**src/rtl/mcp320x_scan_spi.sv**
```systemverilog
// rtl/mcp320x_scan_spi.sv - SPI master for MCP320x-style ADCs with on-demand and round-robin scan
//
// Purpose: issues a 5-bit command (start, SGL, D2..D0) and captures a DATA_W-bit
// result, tagging it with its channel. SCLK is a registered pin driven from a
// divider tick; it is never used as a clock.
//
// Ports:
//   clk, rst_n          system clock, synchronous active-low reset
//   start, ch_sel, sgl  one-shot conversion request (sampled only in IDLE)
//   scan_en             continuous single-ended round-robin scan
//   data_out, data_ch   last result and its channel
//   new_data            one-cycle pulse when data_out/data_ch update
//   busy                high whenever a frame (including the CS gap) is in progress
//   data_in_pin         ADC DOUT
//   cmd_pin, clk_pin    ADC DIN and SCLK (idle low)
//   cs_pin_n            chip select, active low
module mcp320x_scan_spi #(
    parameter int CLK_DIV     = 2,
    parameter int DATA_W      = 12,
    parameter int NUM_CH      = 8,
    parameter int CS_HIGH_CYC = 8
) (
    input  logic              clk,
    input  logic              rst_n,
    input  logic              start,
    input  logic [2:0]        ch_sel,
    input  logic              sgl,
    input  logic              scan_en,
    output logic [DATA_W-1:0] data_out,
    output logic [2:0]        data_ch,
    output logic              new_data,
    output logic              busy,
    input  logic              data_in_pin,
    output logic              cmd_pin,
    output logic              clk_pin,
    output logic              cs_pin_n
);
    localparam int DIV_W  = $clog2(CLK_DIV + 1);
    localparam int HALVES = 2 * (7 + DATA_W);
    localparam int HALF_W = $clog2(HALVES);
    localparam int GAP_W  = $clog2(CS_HIGH_CYC + 1);

    localparam logic [2:0]        CH_MASK    = 3'(NUM_CH - 1);
    localparam logic [DIV_W-1:0]  DIV_LAST   = DIV_W'(CLK_DIV - 1);
    localparam logic [HALF_W-1:0] HALF_LAST  = HALF_W'(HALVES - 1);
    // Low half-period that ends with rising edge 8, the first data edge.
    localparam logic [HALF_W-1:0] HALF_DATA0 = HALF_W'(14);
    localparam logic [GAP_W-1:0]  GAP_LAST   = GAP_W'(CS_HIGH_CYC - 1);

    typedef enum logic [2:0] {
        IDLE,
        CS_SETUP,
        SHIFT,
        CS_HOLD,
        GAP
    } state_t;

    state_t              state_q, state_d;
    logic [DIV_W-1:0]    div_q, div_d;
    logic [HALF_W-1:0]   half_q, half_d;
    logic [GAP_W-1:0]    gap_q, gap_d;
    logic [3:0]          cmd_sr_q, cmd_sr_d;
    logic [DATA_W-1:0]   shreg_q, shreg_d;
    logic [2:0]          ch_q, ch_d;
    logic [2:0]          ptr_q, ptr_d;
    logic                scan_q, scan_d;
    logic                clk_pin_q, clk_pin_d;
    logic                cs_n_q, cs_n_d;
    logic                cmd_q, cmd_d;
    logic [DATA_W-1:0]   dout_q, dout_d;
    logic [2:0]          dch_q, dch_d;
    logic                nd_q, nd_d;
    logic                busy_q, busy_d;
    logic                tick;
    logic                req_sgl;

    always_comb begin
        state_d   = state_q;
        half_d    = half_q;
        gap_d     = gap_q;
        cmd_sr_d  = cmd_sr_q;
        shreg_d   = shreg_q;
        ch_d      = ch_q;
        ptr_d     = ptr_q;
        scan_d    = scan_q;
        clk_pin_d = clk_pin_q;
        cs_n_d    = cs_n_q;
        cmd_d     = cmd_q;
        dout_d    = dout_q;
        dch_d     = dch_q;
        nd_d      = 1'b0;
        busy_d    = busy_q;
        req_sgl   = 1'b0;
        tick      = (div_q == DIV_LAST);
        div_d     = tick ? '0 : div_q + 1'b1;

        case (state_q)
            IDLE: begin
                // Held at zero so every frame starts with a fresh divider phase.
                div_d = '0;
                if (start || scan_en) begin
                    if (start) begin
                        ch_d    = ch_sel & CH_MASK;
                        req_sgl = sgl;
                        scan_d  = 1'b0;
                    end else begin
                        ch_d    = ptr_q;
                        req_sgl = 1'b1;
                        scan_d  = 1'b1;
                    end
                    cmd_sr_d  = {req_sgl, ch_d};
                    cmd_d     = 1'b1;
                    clk_pin_d = 1'b0;
                    cs_n_d    = 1'b0;
                    busy_d    = 1'b1;
                    state_d   = CS_SETUP;
                end
            end
            CS_SETUP: begin
                if (tick) begin
                    half_d  = '0;
                    state_d = SHIFT;
                end
            end
            SHIFT: begin
                if (tick) begin
                    half_d = half_q + 1'b1;
                    if (!half_q[0]) begin
                        // Low half ends: SCLK rises, sample DOUT on data edges.
                        clk_pin_d = 1'b1;
                        if (half_q >= HALF_DATA0) begin
                            shreg_d = (shreg_q << 1) | DATA_W'(data_in_pin);
                        end
                    end else begin
                        // High half ends: SCLK falls, present next command bit
                        // (zeros once D0 has gone out).
                        clk_pin_d = 1'b0;
                        cmd_d     = cmd_sr_q[3];
                        cmd_sr_d  = {cmd_sr_q[2:0], 1'b0};
                        if (half_q == HALF_LAST) begin
                            state_d = CS_HOLD;
                        end
                    end
                end
            end
            CS_HOLD: begin
                if (tick) begin
                    cs_n_d  = 1'b1;
                    nd_d    = 1'b1;
                    dout_d  = shreg_q;
                    dch_d   = ch_q;
                    gap_d   = '0;
                    state_d = GAP;
                    if (scan_q) begin
                        ptr_d = (ptr_q + 3'd1) & CH_MASK;
                    end
                end
            end
            GAP: begin
                // CS stays high for CS_HIGH_CYC cycles starting at the new_data cycle.
                if (gap_q == GAP_LAST) begin
                    busy_d  = 1'b0;
                    state_d = IDLE;
                end else begin
                    gap_d = gap_q + 1'b1;
                end
            end
            default: begin
                state_d = IDLE;
                busy_d  = 1'b0;
                cs_n_d  = 1'b1;
            end
        endcase
    end

    always_ff @(posedge clk) begin
        if (!rst_n) begin
            state_q   <= IDLE;
            div_q     <= '0;
            half_q    <= '0;
            gap_q     <= '0;
            cmd_sr_q  <= '0;
            shreg_q   <= '0;
            ch_q      <= '0;
            ptr_q     <= '0;
            scan_q    <= 1'b0;
            clk_pin_q <= 1'b0;
            cs_n_q    <= 1'b1;
            cmd_q     <= 1'b0;
            dout_q    <= '0;
            dch_q     <= '0;
            nd_q      <= 1'b0;
            busy_q    <= 1'b0;
        end else begin
            state_q   <= state_d;
            div_q     <= div_d;
            half_q    <= half_d;
            gap_q     <= gap_d;
            cmd_sr_q  <= cmd_sr_d;
            shreg_q   <= shreg_d;
            ch_q      <= ch_d;
            ptr_q     <= ptr_d;
            scan_q    <= scan_d;
            clk_pin_q <= clk_pin_d;
            cs_n_q    <= cs_n_d;
            cmd_q     <= cmd_d;
            dout_q    <= dout_d;
            dch_q     <= dch_d;
            nd_q      <= nd_d;
            busy_q    <= busy_d;
        end
    end

    assign data_out = dout_q;
    assign data_ch  = dch_q;
    assign new_data = nd_q;
    assign busy     = busy_q;
    assign cmd_pin  = cmd_q;
    assign clk_pin  = clk_pin_q;
    assign cs_pin_n = cs_n_q;

endmodule

```
**config.mk**
```make
export PLATFORM = sky130hd
export DESIGN_NAME = mcp320x_scan_spi
export DESIGN_NICKNAME = d
export VERILOG_FILES = /design/src/rtl/mcp320x_scan_spi.sv
export SDC_FILE = /design/constraint.sdc
export NUM_CORES = 1
export LEC_CHECK = 0
export CAP_MARGIN = 20
export CORE_MARGIN = 2
export CORE_UTILIZATION = 62
export CTS_BUF_LIST = sky130_fd_sc_hd__clkbuf_8
export CTS_CLUSTER_SIZE = 20
export DETAILED_ROUTE_END_ITERATION = 16
export GPL_TIMING_DRIVEN = 1
export PLACE_DENSITY = 0.87
export SLEW_MARGIN = 20
export SYNTH_ARGS = -nofsm -noshare
export SYNTH_HDL_FRONTEND = slang
export SYNTH_SLANG_ARGS = --single-unit
```
**constraint.sdc**
```tcl
create_clock -name clk -period 4.4 [get_ports clk]
set_input_delay 0.88 -clock clk [delete_from_list [all_inputs] [get_ports clk]]
set_output_delay 0.88 -clock clk [all_outputs]
set_load 0.1 [all_outputs]
```
=== After elaboration in Yosys (flattened, before gate mapping) ===
Cells that the tools add are included.

* Input port bits: 9
* Output and inout port bits: 20
* Flip-flop bits (word level): 58
* Word-level logic and storage cells: 95

* Order comparisons: 1
* Reductions and logical operators: 20
* Equal/unequal tests: 15
* Multiplexer cells: 34
* Add/subtract/negate cells: 4
* Bitwise gates (word level): 5

{| class="wikitable"
|+ Operators with widths
! cell !! number
|-
| two-way mux 3 bit || 8
|-
| two-way mux 4 bit || 5
|-
| AND reduction 3 bit || 6
|-
| inequality test 2 bit (second input constant) || 8
|-
| case mux 4 bit (2 select lines) || 2
|-
| case mux 3 bit (5 select lines) || 1
|-
| two-way mux 6 bit || 2
|-
| OR 12 x 1 -> 12 bit || 1
|-
| case mux 6 bit (2 select lines) || 1
|-
| two-way mux 1 bit || 11
|-
| OR reduction 3 bit || 3
|-
| AND reduction 4 bit || 2
|-
| AND reduction 7 bit || 1
|-
| adder 6 x 1 -> 6 bit (second input constant) || 1
|-
| == test 3 x 2 -> 1 bit (second input constant) || 2
|-
| == test 6 bit (second input constant) || 1
|-
| greater-or-equal comparator 6 x 4 -> 1 bit (second input constant) || 1
|-
| case mux 1 bit (3 select lines) || 2
|-
| AND reduction 2 bit || 3
|-
| nonzero test 2 bit || 3
|-
| adder 4 x 1 -> 4 bit (second input constant) || 1
|-
| == test 4 x 3 -> 1 bit (second input constant) || 1
|-
| inverter 1 bit || 4
|-
| case mux 1 bit (2 select lines) || 2
|-
| other kinds (7) || 7
|}

=== Longest topological paths before layout ===
Gate-level depths: netlist of run 1.

* Depth after elaboration: 5
* Depth in mapped cells: 8
* Depth with buffers taken out: 5

=== Least setup slack after synthesis of run 1 ===
Ideal clock, no wire load.

* Path kind: input to register
* From: input start
* To: register clk_pin_q (netlist: clk_pin)
* Stages: 4
* Path buffers: 1
* Arrival: 1832 ps
* Required time: 4338 ps
* Path slack: 2506 ps
* Cells stage by stage: clkbuf_1 > o21ba_2 > o21ai_0 > o311a_1

* Longest elaborated chain between the ends: 3

{| class="wikitable"
|+ RTL lines
! what !! line !! text
|-
| start, declared || 25 || <nowiki>input logic start,</nowiki>
|-
| logical OR 1 bit || 101 || <nowiki>if (start || scan_en) begin</nowiki>
|-
| inequality test 2 bit (no line) || - ||
|-
| AND reduction 3 bit (no line) || - ||
|-
| end signal, assigned || 204 || <nowiki>clk_pin_q <= clk_pin_d;</nowiki>
|-
| end, declared || 67 || <nowiki>logic clk_pin_q, clk_pin_d;</nowiki>
|}

Every way passes these cells.
A chain may end at the register's enable or synchronous reset.

=== Worst setup path after layout of run 1 ===
* From: register busy_q (netlist: busy)
* To: output busy

{| class="wikitable"
|+ RTL lines
! what !! line !! text
|-
| start, declared || 73 || <nowiki>logic busy_q, busy_d;</nowiki>
|-
| start signal, assigned || 210 || <nowiki>busy_q <= busy_d;</nowiki>
|-
| end, declared || 32 || <nowiki>output logic busy,</nowiki>
|}

No word-level cell between the ends.

==> flow_metrics.py, run 1 <==
metrics = {
    "outcome": {
        "status": "complete, no violations",
    },
    "floorplanning": {
        "fp-row-count": 23,
        "core_area_um2": 4000,
        "die_w_um": 68.3,
        "dieHeight_um": 68.3,
        "ios": 29,
        "die_area_um2": 4670,
        "start_util_pct": 64.2,
    },
    "global_routing": {
        "antenna_found_initial": 0,
        "grt_pass1_wl_um": 8710,
        "grt_usage_pct": 25.8,
        "overflow": 0,
        "grt_max_degree": 35,
        "grt_pass1_vias": 1890,
    },
    "clock_tree": {
        "post_cts_resized": 0,
        "ctsHoldBuffers": 0,
        "post_cts_buffers": 0,
        "clock_sinks": 58,
        "insertion_delay_ps": 330,
        "clk_path_buf_depth": 2,
        "cts_htree_levels": 3,
        "cts_tree": "done",
        "path_clk_slew_ps": 60,
        "root_buffer": "clkbuf_8",
        "cts_made_buffers": 9,
    },
    "placement": {
        "gp_congestion": 0.884,
        "numPortBuffers": 28,
        "hpwl_um": 3300,
        "pre_cts_ws_ps": 1510,
    },
    "routing": {
        "met1_length_um": 2420,
        "wl_met3_um": 273,
        "dr.first_iter.drc_count": 163,
        "routedWlPerCell_um": 15.4,
        "ant_nets": 0,
        "viasPerCell": 5.90,
        "wl_met2_um": 2680,
        "top_layer": "met4",
        "drcViolationCount": 0,
        "vias": 2105,
        "first_pass_iters": 4,
        "wirelength_um": 5480,
    },
    "pwr": {
        "p_total_mw": 1.19,
        "pwr-share-seq_pct": 46.5,
        "p_leak_nw": 1.09,
        "p_sw_share_pct": 24.4,
        "combPwrFrac_pct": 9.5,
        "switchingPower_uw": 291,
        "ir_drop_v": 0.000212,
        "p_int_uw": 903,
        "p_per_area_nw_per_um2": 395,
        "clkPwrFrac_pct": 44.0,
    },
    "setup_path": {
        "timing.rr.end": "shreg_q[2]$_SDFFE_PN0P_",
        "crit_family": "buffers and inverters",
        "start_kind": "flip-flop",
        "required_ps": 3520,
        "endpoint_kind": "primary output",
        "path_buf_inv": 1,
        "crit_path_max_fanout": 2,
        "crit_start": "busy$_SDFFE_PN0P_",
        "r2r_setup_slack_ps": 2270,
        "cpPeakStageDelay_ps": 1130,
        "path_class": "reg -> out",
        "cp-endpoint": "busy",
        "path_cells": "clkdlybuf4s50_1",
        "r2r_start": "div_q[0]$_SDFF_PP0_",
        "path_depth": 1,
        "critPathArrivalTime_ps": 1810,
        "rr_worst_depth": 4,
        "critPathSlowestCell": "clkdlybuf4s50_1",
    },
    "sta": {
        "fin_crit_sh_pct": 61.0,
        "tightestPinTransition_ps": 972,
        "setup_viol": 0,
        "rsz0062_at_grt": "false",
        "max_slew_margin_pct": 35.2,
        "fin_tns_setup_ps": 0,
        "layout_setup_ws_ps": 1710,
        "slew_viol_final": 0,
        "min_period_ps": 2690,
        "hold_viol_final": 0,
        "max_freq_mhz": 372,
        "fin_worst_skew_ps": 9.14,
    },
    "cells_and_area": {
        "n_fill_cell": 298,
        "register_area_um2": 1160,
        "layout_commonest_cell": "dfxtp_1",
        "num-nets-final": 319,
        "area_growth_pct": 17.9,
        "final_util_pct": 75.6,
        "drive_gt1_share_pct": 8.14,
        "multi_input_area_um2": 1280,
        "diodes": 0,
        "layout_common_cells": "dfxtp_1 (58), nand2_1 (55), clkdlybuf4s50_1 (28), a21oi_1 (27), mux2i_1 (19)",
    },
    "yosys": {
        "seq_area_frac_synth_pct": 45.2,
        "synth-edff-count": 0,
        "synth_cells": 283,
        "ys_types": 48,
        "ys_warn_count": 0,
        "syn_area_per_cell_um2": 9.07,
        "synth_seq_cells": 58,
        "async_flop_share_pct": 0,
        "syn-num-nets": 298,
        "syn_area_um2": 2570,
        "ys.flop_type": "dfxtp_1",
    },
    "hold_path": {
        "hp-class": "reg -> reg",
    },
    "run": {
        "cap_violations": 0,
    },
}
[how the worst min path moves through the flow]
| stage | from | endpoint | slack, ps | depth (start not counted) |
|---|---|---|---|---|
| 3_3_place_gp | div_q[0]$_SDFF_PP0_ | div_q[0]$_SDFF_PP0_ | 410 | 1 |
| 4_1_cts | div_q[0]$_SDFF_PP0_ | div_q[0]$_SDFF_PP0_ | 430 | 1 |
| 6_report | div_q[0]$_SDFF_PP0_ | div_q[0]$_SDFF_PP0_ | 430 | 1 |
| 5_1_grt | div_q[0]$_SDFF_PP0_ | div_q[0]$_SDFF_PP0_ | 450 | 1 |
| 3_5_place_dp | div_q[0]$_SDFF_PP0_ | div_q[0]$_SDFF_PP0_ | 420 | 1 |
| 2_1_floorplan | div_q[0]$_SDFF_PP0_ | div_q[0]$_SDFF_PP0_ | 400 | 1 |
[per-layer routing]
layer  up-vias  global-route usage (%)
met2        52                    40.9
li1       1043                       -
met3        13                    7.89
met1       997                    31.4
met4         0                    13.3
met5         -                       0
[synth_stat cells (all sizes together), types with 4 or more instances]
library cell,instances,share of area [%]
dfxtp,58,45
nand2,55,8.0
a21oi,27,5.3
mux2i,19,7.4
buf,10,2.5
nor2,10,1.5
o21ai,10,2.0
clkbuf,9,1.3
nand3,9,1.8
inv,7,1.0
ha,6,2.9
nand2b,6,1.5
a211oi,5,2.0
nor3,5,1.2
or3,5,1.2
o211ai,4,1.2
[power by group through the flow]
stage | Combinational, mW | Sequential [mW] | Clock (mW)
5_1_grt | 0.121 | 0.558 | 0.555
6_report | 0.113 | 0.555 | 0.526
3_3_place_gp | 0.111 | 0.566 | 0
4_1_cts | 0.113 | 0.555 | 0.528
2_1_floorplan | 0.0628 | 0.588 | 0
3_5_place_dp | 0.112 | 0.566 | 0
[layout make-up]
type | count | area share (%)
clock inverters | 4 | 2.27
clock buffers | 10 | 4.55
repair buffers | 29 | 9.51
flip-flops and latches | 58 | 38.4
multi-input cells | 199 | 42.3
well taps | 50 | 2.07
inverters | 7 | 0.868
[cells by family (layout without fill, tap and decap cells)]
logic type	Yosys count	count (layout)	share of synthesized area, %
fa+ha+maj	6	6	2.93
simple gates	113	113	23.8
buf+inv	26	50	4.83
compound gates	56	56	13.8
flops	58	58	45.2
xor+xnor	2	2	0.683
mux	22	22	8.73
[flip-flops by register name, summed over array words and instances (netlist names), 2 cells and up]
register  count
div_q         2
data_out     12
cmd_sr_q      4
shreg_q      12
state_q       3
half_q        6
data_ch       3
ptr_q         3
gap_q         4
ch_q          3
[stage by stage]
step           instances  instance area, µm²  hold slack (ps)
6_report             357                3030              426
5_1_grt              357                3030              451
4_1_cts              357                3030              431
3_5_place_dp         343                2820              422
3_3_place_gp         343                2820              409
2_1_floorplan        283                2570              397
Power figures use the tool's default switching activity.
==> inputs of run 2 (changes only) <==
Settings changed: CORE_UTILIZATION 62 to 52, PLACE_DENSITY 0.87 to 0.78.
Clock period 4.4 ns to 2.3 ns, I/O delays scaled along.
==> run 2 against run 1 <==
Against the previous run: sequential share of layout area hardly changed; clock skew down 3.0 ps; cell area is essentially flat; flip-flop and latch count did not move; power increased by 85%; worst hold slack better by 0.85 ps; core utilization is 12 points lower.
==> flow_metrics.py, run 2 (synthesis results as in run 1) <==
metrics = {
    "outcome": {
        "status": "complete, no violations",
    },
    "run": {
        "cap_violations": 0,
    },
    "global_routing": {
        "antenna_found_initial": 0,
        "grt_usage_pct": 20.3,
        "grt_pass1_wl_um": 8320,
        "grt_pass1_vias": 1863,
        "overflow": 0,
        "grt_max_degree": 34,
    },
    "floorplanning": {
        "ios": 29,
        "dieHeight_um": 74.3,
        "fp-row-count": 25,
        "start_util_pct": 54.0,
        "die_w_um": 74.3,
        "die_area_um2": 5510,
        "core_area_um2": 4750,
    },
    "sta": {
        "fin_tns_setup_ps": 0,
        "slew_viol_final": 0,
        "setup_viol": 0,
        "min_period_ps": 1740,
        "tightestPinTransition_ps": 613,
        "whs_ps": 426,
        "fin_crit_sh_pct": 75.8,
        "hold_viol_final": 0,
        "max_freq_mhz": 573,
        "rsz0062_at_grt": "false",
        "fin_worst_skew_ps": 6.13,
        "layout_setup_ws_ps": 556,
        "max_slew_margin_pct": 59.1,
    },
    "setup_path": {
        "crit_family": "adder cells",
        "r2r_start": "div_q[0]$_SDFF_PP0_",
        "critPathArrivalTime_ps": 2000,
        "r2r_setup_slack_ps": 560,
        "required_ps": 2560,
        "rr_worst_depth": 5,
        "crit_path_max_fanout": 20,
        "timing.rr.end": "gap_q[1]$_SDFFE_PN0P_",
        "cpPeakStageDelay_ps": 350,
        "path_class": "reg -> reg",
        "path_cells": "ha_1 > and4b_1 > buf_4 > a21oi_1 > mux2i_1",
        "critPathSlowestCell": "ha_1",
        "endpoint_kind": "flip-flop",
        "path_buf_inv": 1,
        "start_kind": "flip-flop",
    },
    "clock_tree": {
        "clk_path_buf_depth": 2,
        "post_cts_buffers": 0,
        "ctsHoldBuffers": 0,
        "cts_made_buffers": 9,
        "post_cts_resized": 0,
        "clock_sinks": 58,
        "path_clk_slew_ps": 60,
        "cts_htree_levels": 3,
        "insertion_delay_ps": 340,
        "root_buffer": "clkbuf_8",
        "cts_tree": "done",
    },
    "hold_path": {
        "min_from": "div_q[0]$_SDFF_PP0_",
        "min_path_cells": 1,
        "worstHoldEndpoint": "div_q[0]$_SDFF_PP0_",
        "hp-class": "reg -> reg",
    },
    "routing": {
        "viasPerCell": 5.46,
        "vias": 2079,
        "drcViolationCount": 0,
        "routedWlPerCell_um": 13.6,
        "ant_nets": 0,
        "wirelength_um": 5180,
        "first_pass_iters": 5,
        "dr.first_iter.drc_count": 151,
    },
    "placement": {
        "numPortBuffers": 28,
        "gp_congestion": 0.763,
        "pre_cts_ws_ps": 274,
        "hpwl_um": 3390,
    },
    "pwr": {
        "clkPwrFrac_pct": 42.0,
        "switchingPower_uw": 583,
        "p_per_area_nw_per_um2": 730,
        "pwr-share-seq_pct": 48.1,
        "p_int_mw": 1.63,
        "combPwrFrac_pct": 9.9,
        "ir_drop_v": 0.000327,
        "p_leak_nw": 1.15,
        "p_sw_share_pct": 26.4,
    },
    "cells_and_area": {
        "num-nets-final": 325,
        "layout_commonest_cell": "dfxtp_1",
        "diodes": 0,
        "n_fill_cell": 406,
        "layout_common_cells": "dfxtp_1 (58), nand2_1 (55), a21oi_1 (27), buf_4 (27), mux2i_1 (19)",
        "area_growth_pct": 18.0,
        "drive_gt1_share_pct": 16.9,
    },
}
run 2: changes by cell type in the layout (fill, tap and decap cells not counted), sizes merged:
cell and change:
bufinv -1, clkinv +1, inv -1, clkinvlp +2
buf +26, clkdlybuf4s50 -20
run 2: power groups by stage:
stage / registers (mW) / clock network, mW / logic (mW)
finish: 1.06 / 0.929 / 0.219
global route: 1.07 / 0.983 / 0.238
CTS: 1.06 / 0.929 / 0.219
detailed placement: 1.08 / 0 / 0.218
global placement: 1.08 / 0 / 0.216
floorplan: 1.12 / 0 / 0.120
run 2: worst max path at each step:
stage | to | slack (ps) | cells after the start | startpoint
global placement | cmd_sr_q[3]$_SDFFE_PN0P_ | 340 | 4 | start
global route | shreg_q[11]$_SDFFE_PN0P_ | 410 | 5 | div_q[0]$_SDFF_PP0_
detailed placement | cmd_sr_q[1]$_SDFFE_PN0P_ | 270 | 4 | start
finish | gap_q[1]$_SDFFE_PN0P_ | 560 | 5 | div_q[0]$_SDFF_PP0_
floorplan | gap_q[0]$_SDFFE_PN0P_ | 770 | 7 | div_q[1]$_SDFF_PP0_
CTS | gap_q[1]$_SDFFE_PN0P_ | 540 | 6 | div_q[1]$_SDFF_PP0_
run 2: worst register-to-register path: stages, from the launching register on:
cell     delay [ps]
dfxtp_1         310
ha_1            350
and4b_1         270
buf_4           200
a21oi_1         290
mux2i_1         240
run 2: per-stage QoR:
step	utilization, %	total power, mW	instances	cell area, µm²
floorplan	-	1.24	283	2570
global placement	59.6	1.30	366	2840
detailed placement	59.6	1.30	366	2840
CTS	63.7	2.21	381	3030
global route	63.7	2.29	381	3030
finish	63.7	2.21	381	3030
run 2: layout make-up:
class                   instances  area, µm²  share of cell area, %
clock buffers                  10        138                   4.55
clock inverters                 5       55.1                   1.82
inverters                       7       26.3                  0.868
multi-input cells             199       1280                   42.3
flip-flops and latches         58       1160                   38.3
well taps                      67       83.8                   2.77
repair buffers                 35        283                   9.34
run 2: routing by layer:
| layer | wire length, µm | GRT usage [%] | share of wire (%) |
|---|---|---|---|
| met5 | 0 | 0 | 0 |
| met4 | 98 | 7.94 | 1.9 |
| met3 | 232 | 7.72 | 4.5 |
| met2 | 2300 | 31.5 | 44 |
| met1 | 2550 | 25.7 | 49 |
